<file path="src/rtl/uart_pkg.sv">
// Shared definitions for the UART capture receiver.
package uart_pkg;

  localparam int UART_DATA_BITS = 8;

  // Receiver FSM state encoding
  typedef enum logic [2:0] {
    RX_IDLE      = 3'd0,
    RX_START     = 3'd1,
    RX_DATA      = 3'd2,
    RX_STOP      = 3'd3,
    RX_WAIT_HIGH = 3'd4
  } rx_state_t;

  // Clock cycles per bit, rounded to nearest
  function automatic int bit_cycles(input int clk_hz, input int baud);
    return (clk_hz + baud / 2) / baud;
  endfunction

endpackage

</file>
<file path="src/rtl/sync_fifo.sv">
// Single-clock FIFO; occupancy counter drives full/empty, pointers wrap naturally.
module sync_fifo #(
  parameter int WIDTH = 8,
  parameter int DEPTH = 16,
  localparam int AW = $clog2(DEPTH),
  localparam int LW = $clog2(DEPTH + 1)
) (
  input  logic             clock,
  input  logic             reset,
  input  logic             push,
  input  logic [WIDTH-1:0] wdata,
  input  logic             pop,
  output logic [WIDTH-1:0] rdata,
  output logic             full,
  output logic             empty,
  output logic [LW-1:0]    level
);

  logic [WIDTH-1:0] mem [DEPTH];
  logic [AW-1:0]    wr_ptr;
  logic [AW-1:0]    rd_ptr;
  logic             do_push;
  logic             do_pop;

  assign empty   = (level == '0);
  assign full    = (level == LW'(DEPTH));
  assign do_pop  = pop && !empty;
  // a push into a full FIFO only lands if a pop frees the slot in the same cycle
  assign do_push = push && (!full || do_pop);
  assign rdata   = mem[rd_ptr];

  // Storage, pointers and occupancy
  always_ff @(posedge clock or posedge reset) begin
    if (reset) begin
      wr_ptr <= '0;
      rd_ptr <= '0;
      level  <= '0;
      for (int i = 0; i < DEPTH; i++) mem[i] <= '0;
    end else begin
      if (do_push) begin
        mem[wr_ptr] <= wdata;
        wr_ptr      <= wr_ptr + 1'b1;
      end
      if (do_pop) rd_ptr <= rd_ptr + 1'b1;
      level <= level + LW'(do_push) - LW'(do_pop);
    end
  end

endmodule

</file>
<file path="src/rtl/uart_rx_capture.sv">
// 8N1 UART receiver feeding a byte FIFO with a valid/ready output stream.
//
// state        | meaning
// RX_IDLE      | line idle, waiting for a falling edge on rxs
// RX_START     | timing to mid start bit, rejecting glitches
// RX_DATA      | sampling 8 data bits LSB first, one per bit time
// RX_STOP      | timing to mid stop bit, push byte or flag framing error
// RX_WAIT_HIGH | after a framing error, waiting for the line to go high
module uart_rx_capture
  import uart_pkg::*;
#(
  parameter int CLK_FREQ_HZ = 25000000,
  parameter int BAUD        = 115200,
  parameter int FIFO_DEPTH  = 16
) (
  input  logic                               clock,
  input  logic                               reset,
  input  logic                               rxd,
  output logic                               out_valid,
  input  logic                               out_ready,
  output logic [UART_DATA_BITS-1:0]          out_data,
  output logic [$clog2(FIFO_DEPTH+1)-1:0]    level,
  output logic                               frame_err,
  output logic                               overflow,
  input  logic                               clear_overflow
);

  localparam int BIT_CYCLES  = bit_cycles(CLK_FREQ_HZ, BAUD);
  localparam int HALF_CYCLES = BIT_CYCLES / 2;
  localparam int CW          = $clog2(BIT_CYCLES);
  localparam logic [CW-1:0] BIT_TC  = CW'(BIT_CYCLES - 1);
  localparam logic [CW-1:0] HALF_TC = CW'(HALF_CYCLES - 1);
  localparam logic [2:0]    LAST_BIT = 3'(UART_DATA_BITS - 1);

  logic                      rxd_meta;
  logic                      rxs;
  logic                      rxs_prev;
  rx_state_t                 state;
  logic [CW-1:0]             cnt;
  logic [2:0]                bit_idx;
  logic [UART_DATA_BITS-1:0] shreg;
  logic                      stop_tick;
  logic                      push;
  logic                      pop;
  logic                      fifo_full;
  logic                      fifo_empty;

  assign stop_tick = (state == RX_STOP) && (cnt == BIT_TC);
  assign push      = stop_tick && rxs;
  assign out_valid = !fifo_empty;
  assign pop       = out_valid && out_ready;

  // Two-flop synchronizer plus previous-sample register for edge detect
  always_ff @(posedge clock or posedge reset) begin
    if (reset) begin
      rxd_meta <= 1'b1;
      rxs      <= 1'b1;
      rxs_prev <= 1'b1;
    end else begin
      rxd_meta <= rxd;
      rxs      <= rxd_meta;
      rxs_prev <= rxs;
    end
  end

  // Frame decode FSM with bit-time counter and shift register
  always_ff @(posedge clock or posedge reset) begin
    if (reset) begin
      state   <= RX_IDLE;
      cnt     <= '0;
      bit_idx <= '0;
      shreg   <= '0;
    end else begin
      unique case (state)
        RX_IDLE: begin
          if (!rxs && rxs_prev) begin
            cnt   <= '0;
            state <= RX_START;
          end
        end
        RX_START: begin
          if (cnt == HALF_TC) begin
            cnt     <= '0;
            bit_idx <= '0;
            state   <= rxs ? RX_IDLE : RX_DATA;
          end else begin
            cnt <= cnt + 1'b1;
          end
        end
        RX_DATA: begin
          if (cnt == BIT_TC) begin
            cnt            <= '0;
            shreg[bit_idx] <= rxs;
            bit_idx        <= bit_idx + 1'b1;
            if (bit_idx == LAST_BIT) state <= RX_STOP;
          end else begin
            cnt <= cnt + 1'b1;
          end
        end
        RX_STOP: begin
          if (cnt == BIT_TC) begin
            cnt   <= '0;
            state <= rxs ? RX_IDLE : RX_WAIT_HIGH;
          end else begin
            cnt <= cnt + 1'b1;
          end
        end
        RX_WAIT_HIGH: begin
          if (rxs) state <= RX_IDLE;
        end
        default: state <= RX_IDLE;
      endcase
    end
  end

  // Framing-error pulse and sticky overflow flag (set beats clear)
  always_ff @(posedge clock or posedge reset) begin
    if (reset) begin
      frame_err <= 1'b0;
      overflow  <= 1'b0;
    end else begin
      frame_err <= stop_tick && !rxs;
      if (push && fifo_full && !pop) overflow <= 1'b1;
      else if (clear_overflow)       overflow <= 1'b0;
    end
  end

  sync_fifo #(
    .WIDTH (UART_DATA_BITS),
    .DEPTH (FIFO_DEPTH)
  ) u_fifo (
    .clock (clock),
    .reset (reset),
    .push  (push),
    .wdata (shreg),
    .pop   (pop),
    .rdata (out_data),
    .full  (fifo_full),
    .empty (fifo_empty),
    .level (level)
  );

endmodule

</file>
<file path="config.mk">
export PLATFORM = sky130hd
export DESIGN_NAME = uart_rx_capture
export DESIGN_NICKNAME = d
export VERILOG_FILES = /design/src/rtl/uart_pkg.sv /design/src/rtl/sync_fifo.sv /design/src/rtl/uart_rx_capture.sv
export SDC_FILE = /design/constraint.sdc
export NUM_CORES = 1
export LEC_CHECK = 0
export ABC_AREA = 1
export BUFFER_PORTS_ARGS = -buffer_cell sky130_fd_sc_hd__buf_2
export CORE_MARGIN = 3
export CORE_UTILIZATION = 44
export DETAILED_ROUTE_END_ITERATION = 7
export PLACE_DENSITY = 0.66
export SETUP_SLACK_MARGIN = 0.5
export SLEW_MARGIN = 40
export SYNTH_ARGS = -nofsm -noshare
export SYNTH_HDL_FRONTEND = slang
export SYNTH_SLANG_ARGS = --single-unit
</file>
<file path="constraint.sdc">
create_clock -name clock -period 5.5 [get_ports clock]
set_clock_uncertainty 0.2 [all_clocks]
set_input_delay 1.1 -clock clock [delete_from_list [all_inputs] [get_ports clock]]
set_output_delay 1.1 -clock clock [all_outputs]
set_load 0.02 [all_outputs]
</file>
# Yosys cells after proc, flatten, opt, wreduce, memory -nomap -nowiden
# Index checks and enable logic that the tools add are counted.
dict set report totals {
  ff_bits 168
  inputBits 5
  output_inout_bits 16
  wordCells 108
}
dict set report op_classes {
  addsub 6
  order_cmp 5
  n_eq_ne 14
  n_mux 27
  bitwise_logic 2
  reduce_logical 26
}
# operator count
set op_table {}
lappend op_table {{$bwmux W128} 1}
lappend op_table {{$mux W8} 6}
lappend op_table {{$bmux W8 S4} 1}
lappend op_table {{$demux W8 S4} 1}
lappend op_table {{$mux W3} 9}
lappend op_table {{$pmux W8 S3} 1}
lappend op_table {{$pmux W3 S5} 1}
lappend op_table {{$logic_and A1 B1 Y1} 11}
lappend op_table {{$ge A5 B5 Y1 const B} 2}
lappend op_table {{$ne A2 B2 Y1 const B} 5}
lappend op_table {{$not A4 Y5} 2}
lappend op_table {{$add A4 B1 Y4 const B} 2}
lappend op_table {{$add A8 B1 Y8 const B} 1}
lappend op_table {{$bwmux W8} 1}
lappend op_table {{$eq A8 B7 Y1 const B} 1}
lappend op_table {{$eq A8 B8 Y1 const B} 1}
lappend op_table {{$eq A3 B2 Y1 const B} 2}
lappend op_table {{$eq A3 B3 Y1 const B} 2}
lappend op_table {{$pmux W3 S2} 1}
lappend op_table {{$reduce_and A6 Y1} 1}
lappend op_table {{$add A5 B1 Y5} 1}
lappend op_table {{$eq A5 B5 Y1 const B} 1}
lappend op_table {{$logic_not A5 Y1} 1}
lappend op_table {{$lt A5 B1 Y1 const B} 1}
lappend op_table {{17 further kinds} 24}

# Longest topological paths before layout
# Gate-level depths: netlist of the first run.
dict set report logic_depth {
  depth_word 8
  depth_mapped 15
  ltp_nobuf 15
}

# Hierarchy
# Synthesis of the first run repeated with hierarchy kept, for this count alone.
dict set report hier_totals {
  cells_unflattened 1272
  area_unflattened_um2 9631.7
}
# module n_inst cells_per_inst area_each_um2 seq_area_each_um2
set modules_own_cells {}
lappend modules_own_cells {sync_fifo 1 1073 8072.7 3528.4}
lappend modules_own_cells {uart_rx_capture 1 199 1559.0 679.4}

# Worst setup path after synthesis of the first run
# OpenSTA, ideal clock, no wires.
dict set report synth_path {
  path_type {register -> register}
  startpoint {reg u_fifo.level[3]}
  endpoint {reg u_fifo.level[4]}
  setup_ns 0.128
  t_arrival_ns 2.524
  t_required_ns 5.172
  path_slack_ns 2.649
  path_stages_with_launch 16
  path_buffers 0
  period_less_slack_ns 2.851
  path_cell_list {dfrtp_1 > inv_1 > ha_1 > nand2_1 > nor2_1 > nand2_1 > nand2_1 > inv_1 > ha_1 > inv_1 > ha_1 > inv_1 > fa_1 > o21ai_0 > a21oi_1 > xor2_1}
}
dict set report synth_between {
  elab_chain_cells 8
  word_cells_on_any_way 10
  classes_between {add/sub (2); eq/ne (1); reduce/logical (7)}
}
# item line_no
set synth_lines {}
lappend synth_lines {{from (decl)} sync_fifo.sv:16} ;# output logic [LW-1:0] level
lappend synth_lines {{from (signal assigned)} sync_fifo.sv:45} ;# level <= level + LW'(do_push) - LW'(do_pop);
lappend synth_lines {{$logic_not A5 Y1 (*)} sync_fifo.sv:25} ;# assign empty = (level == '0);
lappend synth_lines {{$logic_not A1 Y1 (*)} uart_rx_capture.sv:50} ;# assign out_valid = !fifo_empty;
lappend synth_lines {{net out_valid} uart_rx_capture.sv:19} ;# output logic out_valid,
lappend synth_lines {{$logic_and A1 B1 Y1} uart_rx_capture.sv:51} ;# assign pop = out_valid && out_ready;
lappend synth_lines {{$logic_and A1 B1 Y1 (*)} sync_fifo.sv:27} ;# assign do_pop = pop && !empty;
lappend synth_lines {{net u_fifo.do_pop} sync_fifo.sv:23} ;# logic do_pop;
lappend synth_lines {{$logic_or A1 B1 Y1} sync_fifo.sv:29} ;# assign do_push = push && (!full || do_pop);
lappend synth_lines {{$logic_and A1 B1 Y1} sync_fifo.sv:29}
lappend synth_lines {{$add A5 B1 Y5} sync_fifo.sv:45}
lappend synth_lines {{$sub A5 B1 Y5 (*)} sync_fifo.sv:45}
# The timed path passes the listed nets; every way through them passes the cells marked *.
# A chain may end at the register's enable or synchronous reset.

# Worst setup path after layout of the first run
dict set report layout_path {
  startpoint {reg u_fifo.rd_ptr[2]}
  endpoint {out out_data[5]}
}
dict set report layout_between {
  elab_chain_cells 4
}
# item line_no
set layout_lines {}
lappend layout_lines {{from (decl)} sync_fifo.sv:21} ;# logic [AW-1:0] rd_ptr;
lappend layout_lines {{from (signal assigned)} sync_fifo.sv:44} ;# if (do_pop) rd_ptr <= rd_ptr + 1'b1;
lappend layout_lines {{$not A4 Y5 (not written as such)} sync_fifo.sv:30} ;# assign rdata = mem[rd_ptr];
lappend layout_lines {{$bmux W8 S4} sync_fifo.sv:30}
lappend layout_lines {{$mux W8 (not written as such) (2 in series)} sync_fifo.sv:30}
lappend layout_lines {{to (decl)} uart_rx_capture.sv:21} ;# output logic [UART_DATA_BITS-1:0] out_data,
# Every way passes these cells. The select of a mux whose other input is x is not followed.

==> flow_summary.yaml, run 1 <==
floorplan:
  coreArea_um2: 19800
  dieArea_um2: 22400
  initial_core_util_pct: 45.7
  die_h_um: 150
  num_rows: 51
  die_w_um: 150
  num_io_pins: 21
clock_tree:
  cts_buffers: 17
  post_cts_buffers: 0
  clock_latency_ns: 0.43
  clockRootBuffer: "clkbuf_16"
  cts_buffer_depth: 2
  postCtsHoldBufs: 0
  path_clk_slew_ns: 0.07
  cts_resized: 0
  numClockSinks: 168
  cts_tree: "built"
  h-tree-depth: 4
min_path:
  hold_end: "rxs"
  min-delay-start: "rxd_meta"
  hp-class: "register to register"
  whs_path_depth: 0
place:
  place_hpwl_mm: 14.8
  place_congestion: 0.850
  place_area_um2: 9160
  place_inst: 1349
  portBuffers: 20
  place_ws_ns: 2.20
sta:
  finalCritPeriodShare_pct: 69.6
  rsz0062_at_grt: "no"
  worst_slack_ns: 1.67
  worstMarginPinSlew_ns: 0.951
  fin_hold_ws_ns: 0.160
  fmax_mhz: 261
  finalSetupViolCount: 0
  drv_slew: 0
  hold_viol: 0
  tns_ns: 0
  finalCriticalPeriod_ns: 3.83
  slew_headroom_pct: 36.6
critical_path:
  path_class: "register to primary output"
  r2r_cells: 15
  cp.arrival_ns: 2.53
  reg2reg_slack_ns: 2.40
  critPathCaptureType: "primary output"
  cp_max_fo: 18
  worstReg2RegStart: "u_fifo.level[2]"
  worstPathRequired_ns: 4.20
  rr_endpoint: "u_fifo.level[4]"
  crit_path_start_kind: "register"
logic_synthesis:
  synth_area_leaders: "dfrtp_1 46%, nand2_1 14%, nand4_1 9.0%"
  synthArstFlopShare_pct: 100
  yosysWarningCount: 0
  yosys.area.top_type_share_pct: 45.5
  synthMostInstantiatedCell: "nand2_1"
  synth_seq_cells: 168
  synthTopCellsByCount: "331 x nand2_1, 165 x dfrtp_1, 146 x nor2_1"
  ys_seq_area_share_pct: 46.4
  synth-edff-count: 0
  yosysTopAreaCell: "dfrtp_1"
  syn_avg_cell_area_um2: 8.03
  synthCells: 1130
  synth_area_um2: 9070
  syn_nets: 1151
  yosysUniqueCellTypes: 30
  synthFlopType: "dfrtp_1"
layout:
  fin_util_pct: 49.3
  fin_nets: 1124
  area_growth_pct: 7.89
  design_area_um2: 9790
  antennaDiodeCount: 0
  fin_cells: 1381
  drive_above_1_share_pct: 10.1
power_and_ir_drop:
  leakage_nw: 4.89
  peakVddDrop_mv: 0.230
  total_power_mw: 4.05
  p_per_area_nw_per_um2: 413
global_route:
  grt_antenna_before_repair: 0
  grt_pass1_wl_mm: 39.7
  grt_pass1_vias: 7112
  overflow: 0
  grt_max_degree: 133
  grt_use_total_pct: 22.4
routing:
  drtIter0Drc: 908
  routed_via_density: 5.67
  wl_mm: 24.4
  drt_first_pass_iters: 6
  via_count: 7826
  route.detailed.drc: 0
  avgRoutedWirePerCell_um: 17.7
  postRouteAntennaNets: 0
job:
  cap_viol_max_count: 0
run_status:
  outcome: "complete, no violations"
critical path, cell delays in order, from the launching register on:
cell,delay (ns)
dfrtp_1,0.76
clkinv_1,0.64
nand3_1,0.25
nand3_1,0.15
nand2_1,0.13
buf_2,0.17
sequential cells by signal (all words and copies together) (netlist names):
| signal | cells |
|---|---|
| shreg | 8 |
| cnt | 8 |
| frame_err | 1 |
| rxs_prev | 1 |
| rxs | 1 |
| state | 3 |
| u_fifo.level | 5 |
| overflow | 1 |
| bit_idx | 3 |
| rxd_meta | 1 |
| u_fifo.wr_ptr | 4 |
| u_fifo.rd_ptr | 4 |
| u_fifo.mem | 128 |
cell type report:
type	count	area [µm²]
clock buffer	20	467
clock inverter	12	163
fill	1920	10100
inverter	50	194
multi-input combinational	838	4210
sequential	168	4220
tap	265	332
timing repair buffer	28	205
layout by cell type, fill, tap and decap left out, drive strengths merged:
| cell type | instances |
|---|---|
| nand2 | 333 |
| a21oi | 6 |
| bufinv | 3 |
| o211ai | 11 |
| o22ai | 1 |
| o21ai | 84 |
| nand3 | 81 |
| buf | 28 |
| dfrtp | 165 |
| inv | 51 |
| dfstp | 3 |
| nor2 | 165 |
| clkinvlp | 3 |
| clkbuf | 20 |
| ha | 15 |
| nand4 | 130 |
| fa | 1 |
| xnor2 | 2 |
| xor2 | 9 |
| clkinv | 5 |
per-layer routing:
layer  GRT usage (%)  part of all wire [%]
met1            35.0                    46
met4            5.86                   2.0
met2            31.8                    44
met3            4.51                   7.6
met5               0                     0
worst max-delay path by stage:
stage / endpoint / slack (ns) / startpoint
after floorplan: bit_idx[0] / 2.06 / reset
after global placement: out_data[5] / 2.10 / u_fifo.rd_ptr[1]
after detailed placement: out_data[5] / 2.20 / u_fifo.rd_ptr[2]
after CTS: out_data[5] / 1.73 / u_fifo.rd_ptr[2]
after global routing: out_data[5] / 1.58 / u_fifo.rd_ptr[2]
final: out_data[5] / 1.67 / u_fifo.rd_ptr[2]
logic make-up (layout without fill, tap and decap cells):
group	Yosys count	in the layout	share of synthesized area (%)
AO/OA/AOI/OAI	102	102	5.94
XOR/XNOR	11	11	1.06
adder cells (fa/ha/maj)	16	16	2.29
buffers and inverters	124	110	7.30
flip-flops	168	168	46.4
AND/OR/NAND/NOR	709	709	37.0
power breakdown:
group	total (mW)	internal [mW]	switching, mW
registers	1.39	1.30	0.0883
logic	1.37	0.415	0.954
clock network	1.29	0.759	0.530
total	4.05	2.47	1.57
No activity file was read; power rests on OpenSTA's default activity.
==> run 2: changes to the inputs <==
Settings changed: PLACE_DENSITY 0.66 to 0.63.
Clock period 5.5 ns to 3.7 ns, I/O delays scaled along.
==> flow_summary.yaml, run 2 (synthesis results as in run 1) <==
layout:
  fin_cells: 1404
  regMostFlops: "u_fifo.mem"
  final_common_cell: "nand2_1"
  reg_top3: "u_fifo.mem (128), cnt (8), shreg (8)"
  antennaDiodeCount: 0
  largest_register_ffs: 128
  mostFrequentLayoutCells: "330 x nand2_1, 156 x dfrtp_1, 146 x nor2_1"
  area_growth_pct: 10.4
  n_fill_cell: 1908
  fin_nets: 1147
  drive_above_1_share_pct: 11.6
critical_path:
  cp_max_fo: 33
  crit_buf_inv: 3
  max_stage_delay_ns: 0.51
  cp_cell_sequence: "inv_4 -> buf_12 -> nor2_1 -> nor2_1 -> o21ai_0 -> nand3_1 -> nand3_1 -> nand2_1 -> buf_2"
  reg2reg_slack_ns: 0.81
  path_class: "register to primary output"
  cp.arrival_ns: 2.11
  r2r_cells: 15
  worstReg2RegStart: "u_fifo.level[3]"
  rr_endpoint: "u_fifo.level[4]"
  slowest_stage: "dfrtp_2"
  crit_family: "flip-flops"
  critPathCaptureType: "primary output"
  worstPathRequired_ns: 2.76
  crit_path_start_kind: "register"
clock_tree:
  path_clk_slew_ns: 0.07
  cts_tree: "built"
  cts_buffers: 17
  cts_buffer_depth: 2
  clock_latency_ns: 0.43
  numClockSinks: 168
  clockRootBuffer: "clkbuf_16"
  h-tree-depth: 4
  postCtsHoldBufs: 0
power_and_ir_drop:
  p_per_area_nw_per_um2: 613
  intPower_mw: 3.78
  peakVddDrop_mv: 0.309
  leakage_nw: 5.01
  power_frac_comb_pct: 36.2
  p_sw_share_pct: 38.4
  p_seq_share_pct: 33.4
  power_switching_mw: 2.36
  pwr-share-clk_pct: 30.4
floorplan:
  num_rows: 51
  dieArea_um2: 22400
  die_h_um: 150
  coreArea_um2: 19800
  num_io_pins: 21
  initial_core_util_pct: 45.7
  die_w_um: 150
routing:
  postRouteAntennaNets: 0
  routed_via_density: 5.56
  via_count: 7803
  drt_first_pass_iters: 5
  drtIter0Drc: 766
  avgRoutedWirePerCell_um: 17.6
  wl_mm: 24.7
  route.detailed.drc: 0
sta:
  finalCriticalPeriod_ns: 3.05
  worst_slack_ns: 0.645
  slew_headroom_pct: 50.8
  worstMarginPinSlew_ns: 0.735
  rsz0062_at_grt: "no"
  hold_viol: 0
  drv_slew: 0
  fmax_mhz: 327
  finalSetupViolCount: 0
  fin_hold_ws_ns: 0.0120
  tns_ns: 0
  finalCritPeriodShare_pct: 82.6
job:
  cap_viol_max_count: 0
place:
  place_hpwl_mm: 15.6
  place_inst: 1369
  portBuffers: 20
  place_congestion: 0.842
  place_ws_ns: 0.793
global_route:
  grt_pass1_wl_mm: 40.3
  grt_max_degree: 66
  grt_use_total_pct: 22.8
  overflow: 0
  grt_pass1_vias: 7356
  grt_antenna_before_repair: 0
run_status:
  outcome: "complete, no violations"
min_path:
  hp-class: "primary input to async pin"
run 2: changes by cell type in the layout (fill, tap and decap cells not counted), moves of 2 or more:
| cell | change |
|---|---|
| clkinv_4 | -2 |
| inv_6 | -4 |
| buf_4 | +17 |
| buf_12 | +4 |
| clkbuf_1 | +4 |
run 2: power groups by stage:
stage	clock network (mW)	logic, mW	registers (mW)
CTS	1.90	2.12	2.06
finish	1.87	2.22	2.05
floorplan	0	1.47	2.07
global route	1.97	2.47	2.07
global placement	0	2.11	2.09
detailed placement	0	2.12	2.09
run 2: final cells by class:
type                            count  area [µm²]  share of cell area, %
Clock buffer                       25         495                   4.95
Timing Repair Buffer               51         449                   4.48
Inverter                           50         194                   1.94
Clock inverter                      7         118                   1.17
Sequential cell                   168        4220                   42.1
Tap cell                          265         332                   3.31
Multi-Input combinational cell    838        4210                   42.0
run 2: worst max path at each step:
stage | startpoint | to | cells after the start
after floorplan | reset | bit_idx[0] | 1
final | u_fifo.rd_ptr[0] | out_data[1] | 9
after global placement | u_fifo.level[3] | u_fifo.level[4] | 15
after CTS | u_fifo.rd_ptr[0] | out_data[7] | 8
after detailed placement | u_fifo.level[3] | u_fifo.level[4] | 15
after global routing | u_fifo.rd_ptr[0] | out_data[1] | 9
run 2: per-stage QoR:
stage,util [%],power [mW],cell area [µm²]
after global placement,46.9,4.20,9300
after global routing,50.5,6.51,10000
after CTS,50.2,6.08,9970
final,50.5,6.14,10000
after detailed placement,47.1,4.21,9350
after floorplan,-,3.54,9080
run 2: what timing repair did:
item	4_1_cts	5_1_grt
gates resized for setup	0	2
endpoints found under the setup margin	0	8
buffers inserted	0	2
run 2: worst reg2reg max path, cell delays in order (launching register included):
cell     delay [ns]
dfrtp_1        0.40
inv_1          0.09
ha_1           0.14
nand2_1        0.05
nor2_1         0.23
nand2_1        0.11
nand2_1        0.10
inv_1          0.10
ha_1           0.29
inv_1          0.06
ha_1           0.15
inv_1          0.05
fa_1           0.39
o21ai_0        0.18
a21oi_1        0.10
xor2_1         0.14
run 2: per-layer routing:
metal  GRT usage (%)  wire [µm]  part of all wire, %  up-vias
li1                -          -                    -     3781
met1            33.9      11500                   47     3747
met2            34.4      10900                   44      239
met3            4.27       1650                  6.7       36
met4            6.41        533                  2.2        0
met5               0          0                    0        -
